### src/rtl/w1_hash_buffer.sv
// Buffers packed w1 words from the decompose encoder and feeds them to the
// challenge-hash absorb port through a small first-word-fall-through FIFO.
module w1_hash_buffer #(
  parameter int DEPTH          = 8,
  parameter int WORDS_PER_POLY = 16,
  parameter int NUM_POLY       = 8,
  parameter int DATA_W         = 64
) (
  input  logic              clk,
  input  logic              reset_n,
  input  logic              zeroize,
  input  logic              start,
  input  logic [DATA_W-1:0] w1_i,
  input  logic              buffer_en,
  input  logic              hash_ready,
  output logic [DATA_W-1:0] hash_data,
  output logic              hash_valid,
  output logic              hash_last,
  output logic              buffer_full,
  output logic              overflow_err,
  output logic              done
);

  localparam int TOTAL = NUM_POLY * WORDS_PER_POLY;
  localparam int CNT_W = $clog2(TOTAL) + 1;
  localparam int AW    = $clog2(DEPTH);
  localparam int PTR_W = AW + 1;
  localparam logic [CNT_W-1:0] LAST_IDX = CNT_W'(TOTAL - 1);

  typedef enum logic [1:0] {IDLE, FILL, DRAIN, DONE} state_t;

  state_t            state, state_nxt;
  logic [DATA_W-1:0] mem_data [DEPTH];
  logic [DEPTH-1:0]  mem_last;
  logic [PTR_W-1:0]  wr_ptr, rd_ptr;
  logic [CNT_W-1:0]  word_cnt;
  logic              err_q;

  logic empty, full, pop, push_req, push_ok, stray, last_word, arm, head_last;

  assign empty     = (wr_ptr == rd_ptr);
  assign full      = (wr_ptr[AW-1:0] == rd_ptr[AW-1:0]) && (wr_ptr[AW] != rd_ptr[AW]);
  assign pop       = !empty && hash_ready;
  assign push_req  = buffer_en && (state == FILL);
  // A full FIFO still takes the word when the head leaves in the same cycle.
  assign push_ok   = push_req && (!full || pop);
  assign stray     = buffer_en && (state != FILL);
  assign last_word = push_req && (word_cnt == LAST_IDX);
  assign arm       = start && (state == IDLE);
  assign head_last = !empty && mem_last[rd_ptr[AW-1:0]];

  always_comb begin
    state_nxt = state;
    case (state)
      IDLE:    if (start) state_nxt = FILL;
      FILL:    if (last_word) state_nxt = DRAIN;
      DRAIN:   if (pop && head_last) state_nxt = DONE;
      DONE:    state_nxt = IDLE;
      default: state_nxt = IDLE;
    endcase
  end

  always_ff @(posedge clk or negedge reset_n) begin
    if (!reset_n) begin
      state <= IDLE;
    end else if (zeroize) begin
      state <= IDLE;
    end else begin
      state <= state_nxt;
    end
  end

  // Counter advances on dropped words too, so the last tag stays on word TOTAL-1.
  always_ff @(posedge clk or negedge reset_n) begin
    if (!reset_n) begin
      wr_ptr   <= '0;
      rd_ptr   <= '0;
      word_cnt <= '0;
      err_q    <= 1'b0;
    end else if (zeroize) begin
      wr_ptr   <= '0;
      rd_ptr   <= '0;
      word_cnt <= '0;
      err_q    <= 1'b0;
    end else if (arm) begin
      wr_ptr   <= '0;
      rd_ptr   <= '0;
      word_cnt <= '0;
      err_q    <= 1'b0;
    end else begin
      if (push_ok)  wr_ptr   <= wr_ptr + PTR_W'(1);
      if (pop)      rd_ptr   <= rd_ptr + PTR_W'(1);
      if (push_req) word_cnt <= word_cnt + CNT_W'(1);
      if ((push_req && !push_ok) || stray) err_q <= 1'b1;
    end
  end

  always_ff @(posedge clk or negedge reset_n) begin
    if (!reset_n) begin
      for (int i = 0; i < DEPTH; i++) mem_data[i] <= '0;
      mem_last <= '0;
    end else if (zeroize) begin
      for (int i = 0; i < DEPTH; i++) mem_data[i] <= '0;
      mem_last <= '0;
    end else if (push_ok) begin
      mem_data[wr_ptr[AW-1:0]] <= w1_i;
      mem_last[wr_ptr[AW-1:0]] <= last_word;
    end
  end

  assign hash_valid   = !empty;
  assign hash_data    = empty ? '0 : mem_data[rd_ptr[AW-1:0]];
  assign hash_last    = head_last;
  assign buffer_full  = full;
  assign overflow_err = err_q;
  assign done         = (state == DONE);

endmodule

### config.mk
export PLATFORM = sky130hd
export DESIGN_NAME = w1_hash_buffer
export DESIGN_NICKNAME = d
export VERILOG_FILES = /design/src/rtl/w1_hash_buffer.sv
export SDC_FILE = /design/constraint.sdc
export NUM_CORES = 1
export LEC_CHECK = 0
export CAP_MARGIN = 20
export CORE_MARGIN = 3
export CORE_UTILIZATION = 45
export CTS_CLUSTER_SIZE = 20
export DETAILED_ROUTE_END_ITERATION = 16
export PLACE_DENSITY = 0.59
export SLEW_MARGIN = 20
export SYNTH_ARGS = -nofsm -noshare
export SYNTH_HDL_FRONTEND = slang
export SYNTH_SLANG_ARGS = --single-unit
### constraint.sdc
create_clock -name clk -period 2.6 [get_ports clk]
set_input_delay 0.52 -clock clk [delete_from_list [all_inputs] [get_ports clk]]
set_output_delay 0.52 -clock clk [all_outputs]
set_load 0.01 [all_outputs]
==> PnR_summary.wiki, run 1 <==
{| class="wikitable"
! Metric !! Value
|-
| CP max stage delay || 0.50 ns
|-
| Shortest clock period the worst path allows after layout || 3.016 ns
|-
| DIE HEIGHT || about 250 um
|-
| Count of state elements after synthesis || 539
|-
| Number of sinks driven by the clock tree || 539
|-
| RSZ-0062 raised after global routing || yes
|-
| Clock root cell || sky130_fd_sc_hd__clkbuf_16
|-
| Wire length per cell || between 20 and 25 um
|-
| Average cell area after synthesis || 9.478 um^2
|-
| Detailed Place HPWL || 45.11 mm
|-
| Class of the tightest hold or removal check || in2reg
|-
| Worst hold margin || about 0.40 ns
|-
| Met3 capacity usage during global routing || around 4.2%
|-
| Number of design rule violations left after detail routing || 0
|-
| Most frequently used flop master after synthesis || sky130_fd_sc_hd__dfrtp_1
|-
| Met2 track demand over resource in global routing || 44.91%
|-
| Cell with the largest stage delay on the worst path || sky130_fd_sc_hd__mux4_2
|-
| Floorplan core area || 56,820 um^2
|-
| Setup clock skew after layout || approximately 0.030 ns
|-
| Utilization after layout || 56.61%
|-
| Clock Pin Slew Worst Setup and Hold Paths || ~0.06 ns
|-
| Count of standard-cell rows || 87
|-
| Wire length of the first global-routing pass || 126.4 mm
|-
| Die W || 246.8 um
|-
| H-Tree Level Count || 2
|-
| Quantity of I/O buffers inserted on ports || 138
|-
| Total power density per cell area || 638.7 nW/um^2
|-
| GRT Residual Overflow || 0
|-
| Max-cap check violation count || 0
|-
| Capture instance of the worst register-to-register path || mem_data[131]
|-
| Static Leakage || 12.70 nW
|-
| Die Area || 60,890 um^2
|-
| Sum of internal, switching and leakage power || 20.55 mW
|-
| Share of cells above drive strength 1 || 20.06%
|-
| CTS tree || done
|-
| Top-level I/O count || 139
|-
| Worst reg2reg setup slack || 0.04 ns
|-
| Crit path top cell by count || sky130_fd_sc_hd__buf_12
|-
| Result of the run || finished with violations
|-
| Starting utilization of the core area || around 46%
|-
| Yosys warning count || 0
|-
| Number of clock buffers inserted by TritonCTS || between 60 and 70
|-
| Final setup viols || 66
|-
| Launch instance of the worst register-to-register path || rd_ptr[0]
|-
| Worst-Margin Slew || around 0.71 ns
|-
| Worst setup path class || reg2out
|-
| EDFF count, synth || 0
|-
| Most congested layer reported by global routing || met2
|-
| Layout Nets || 2,927
|-
| Final Slew Violations || 0
|-
| Number of global-route vias before repair || about 21,000
|-
| Number of standard cells after synthesis || 2,752
|-
| Pin count of the biggest net entering global routing || approximately 120
|-
| Launching instance or port of the critical path || rd_ptr[0]
|-
| Clk_lat worst skew || 0.64 ns
|-
| Critical path endpoint || hash_data[9]
|-
| Worst voltage drop across the vdd grid || between 500 and 600 uV
|-
| Final hold violation count || 0
|-
| First DRT Iteration DRCs || 1,937
|-
| Ys async rst share || 100.0%
|-
| Final wirelength || 83.13 mm
|-
| Vias || 21,020
|-
| Post-synth cell types || 41
|-
| Final clock period utilization by the worst path || 116.0%
|-
| CTS Buffer Depth || 3
|-
| Count of antenna-violating nets left after detailed routing || 0
|-
| Maximum clock frequency || 331.6 MHz
|-
| Mapped Nets || between 2,000 and 3,000
|-
| Worst-case reg-to-reg path depth || 12
|-
| Met1 usage in global routing || between 30% and 40%
|-
| Hold path cells || 2
|-
| Arrival time reported for the critical path endpoint || 2.50 ns
|-
| Area growth from synthesis to layout || 23.33%
|-
| Sequential element share of the synthesized area || 51.71%
|-
| Category of the worst setup path capture point || output port
|-
| Area of the mapped netlist || 26,080 um^2
|-
| Global-route usage over all layers || 26.87%
|-
| Drt via density || 5.750
|-
| DR pass1 iterations || 6
|-
| GP Congestion || 0.7796
|-
| Antenna violations before repair || 1
|-
| Cell-by-cell listing of the critical path || buf_12 -> buf_12 -> buf_4 -> mux4_2 -> mux2i_2 -> nor2_1 -> buf_2
|-
| Minimum setup slack in the final design || -0.4157 ns
|-
| Violations in the final reports || setup timing
|-
| Crit path launch type || register
|-
| Max-Slew Margin vs Limit || between 50% and 60%
|-
| Data required, critical path || 2.08 ns
|-
| Worst-path maximum fanout || 7
|}
[repair_timing]
item / in CTS / in global routing
endpoints found under the setup margin: 67 / 115
gates cloned: 11 / 5
buffers inserted: 46 / 19
hold buffers: 1 / 0
pin swaps: 12 / 27
endpoints found under the hold margin: 32 / 0
gates resized for setup: 359 / 112
[final cells by class]
type / count / area, um^2
clock buffers: 89 / 1793
inverters: 7 / 33.78
flip-flops and latches: 539 / 13500
well taps: 756 / 945.9
fillers: 4874 / 24650
diodes: 2 / 5.005
repair buffers: 323 / 3896
multi-input cells: 1918 / 11710
clock inverters: 21 / 287.8
[cell usage in the layout, fill, tap and decap left out, types with 30 or more instances in the layout]
cell type | netlist | final
sky130_fd_sc_hd__nor2_1 | 80 | 50
sky130_fd_sc_hd__clkdlybuf4s50_1 | 0 | 69
sky130_fd_sc_hd__nand2_1 | 1032 | 1032
sky130_fd_sc_hd__mux4_2 | 130 | 130
sky130_fd_sc_hd__mux2i_1 | 65 | 30
sky130_fd_sc_hd__clkbuf_16 | 0 | 67
sky130_fd_sc_hd__buf_2 | 76 | 45
sky130_fd_sc_hd__a21oi_1 | 504 | 504
sky130_fd_sc_hd__dfrtp_1 | 539 | 536
sky130_fd_sc_hd__buf_12 | 0 | 70
sky130_fd_sc_hd__buf_4 | 53 | 62
sky130_fd_sc_hd__buf_6 | 6 | 50
[report_power, final]
group          internal, mW  total [mW]  switching [mW]
logic                  1.28        2.98            1.70
clock network          5.35        8.91            3.56
registers              8.55        8.66           0.106
[registers in the layout, summed over array words and instances, names as in the netlist]
register	flops
mem_data	512
mem_last	8
overflow_err	1
rd_ptr	4
state	2
word_cnt	8
wr_ptr	4
[per-stage QoR]
step	instance area (um^2)	setup slack [ns]	std cells	setup TNS, ns
floorplan	26080	0.2990	2752	0
global placement	28790	-0.1620	3475	-1.049
detailed placement	28790	-0.1481	3475	-1.197
CTS	31730	-0.5046	3640	-26.03
global route	32160	-0.4775	3654	-25.38
finish	32170	-0.4157	3655	-20.98
[worst max-delay path, delay by kind of cell, from the launching register on]
kind | cells | cell delay, ns
muxes | 2 | 0.71
and+or+nand+nor | 1 | 0.07
DFF | 1 | 0.49
buffers and inverters | 4 | 0.58
[synth_stat cells (2+ instances only)]
cell,n,share of area [%]
sky130_fd_sc_hd__mux4_2,130,11
sky130_fd_sc_hd__nor3_1,2,0.038
sky130_fd_sc_hd__a21oi_2,14,0.47
sky130_fd_sc_hd__buf_1,36,0.52
sky130_fd_sc_hd__nand4_1,2,0.048
sky130_fd_sc_hd__nand3b_1,8,0.23
sky130_fd_sc_hd__xnor2_1,9,0.30
sky130_fd_sc_hd__o211ai_1,6,0.17
sky130_fd_sc_hd__ha_1,7,0.34
sky130_fd_sc_hd__dfrtp_1,539,52
sky130_fd_sc_hd__o2111ai_1,2,0.067
sky130_fd_sc_hd__and2_1,2,0.048
sky130_fd_sc_hd__clkbuf_1,117,1.7
sky130_fd_sc_hd__buf_2,76,1.5
sky130_fd_sc_hd__buf_6,6,0.26
sky130_fd_sc_hd__o2111a_1,3,0.13
sky130_fd_sc_hd__nor2_1,80,1.2
sky130_fd_sc_hd__inv_1,6,0.086
sky130_fd_sc_hd__or3_1,2,0.048
sky130_fd_sc_hd__o211a_1,4,0.15
sky130_fd_sc_hd__buf_4,53,1.5
sky130_fd_sc_hd__xor2_1,8,0.27
sky130_fd_sc_hd__nor2b_1,5,0.12
sky130_fd_sc_hd__o21ai_0,14,0.27
sky130_fd_sc_hd__nand2_1,1032,15
sky130_fd_sc_hd__a21oi_1,504,9.7
sky130_fd_sc_hd__mux2i_1,65,2.5
sky130_fd_sc_hd__nand3_1,7,0.13
[metal layers]
layer | part of all wire (%) | routed length [um] | up-vias
met1 | 40 | 33100 | 10560
met5 | 0 | 0 | -
li1 | - | - | 9371
met2 | 49 | 40920 | 916
met4 | 2.9 | 2371 | 0
met3 | 8.1 | 6742 | 168
[logic make-up (layout without fill, tap and decap cells)]
family | count (synthesis) | after routing | synth area share, %
simple gates | 1145 | 1145 | 16.87
other cells | 0 | 2 | 0
fa+ha+maj | 7 | 7 | 0.3358
buf+inv | 295 | 440 | 5.545
xor+xnor | 17 | 17 | 0.5709
mux | 196 | 196 | 13.76
compound gates | 553 | 553 | 11.20
flops | 539 | 539 | 51.71
[worst min path at each step]
stage,from,endpoint
after CTS,zeroize,mem_data[453]
after floorplan,reset_n,mem_data[0]
after detailed placement,reset_n,mem_data[245]
after global placement,reset_n,mem_data[245]
final,zeroize,mem_data[450]
after global routing,zeroize,mem_data[125]
(Power assumes the default switching activity.)
==> run 2: changes to the inputs <==
--- a/config.mk
+++ b/config.mk
@@ -5,7 +5,7 @@
 export SDC_FILE = /design/constraint.sdc
 export NUM_CORES = 1
 export LEC_CHECK = 0
-export CAP_MARGIN = 20
+export CAP_MARGIN = 10
 export CORE_MARGIN = 3
 export CORE_UTILIZATION = 45
 export CTS_CLUSTER_SIZE = 20
==> results of run 2 <==
No change in the layout: final DEF, timing and power equal those of run 1.
==> run 3: changes to the inputs <==
--- a/config.mk
+++ b/config.mk
@@ -5,6 +5,7 @@
 export SDC_FILE = /design/constraint.sdc
 export NUM_CORES = 1
 export LEC_CHECK = 0
+export ABC_AREA = 0
 export CAP_MARGIN = 10
 export CORE_MARGIN = 3
 export CORE_UTILIZATION = 45
==> results of run 3 <==
No change in the layout: final DEF, timing and power equal those of run 1.
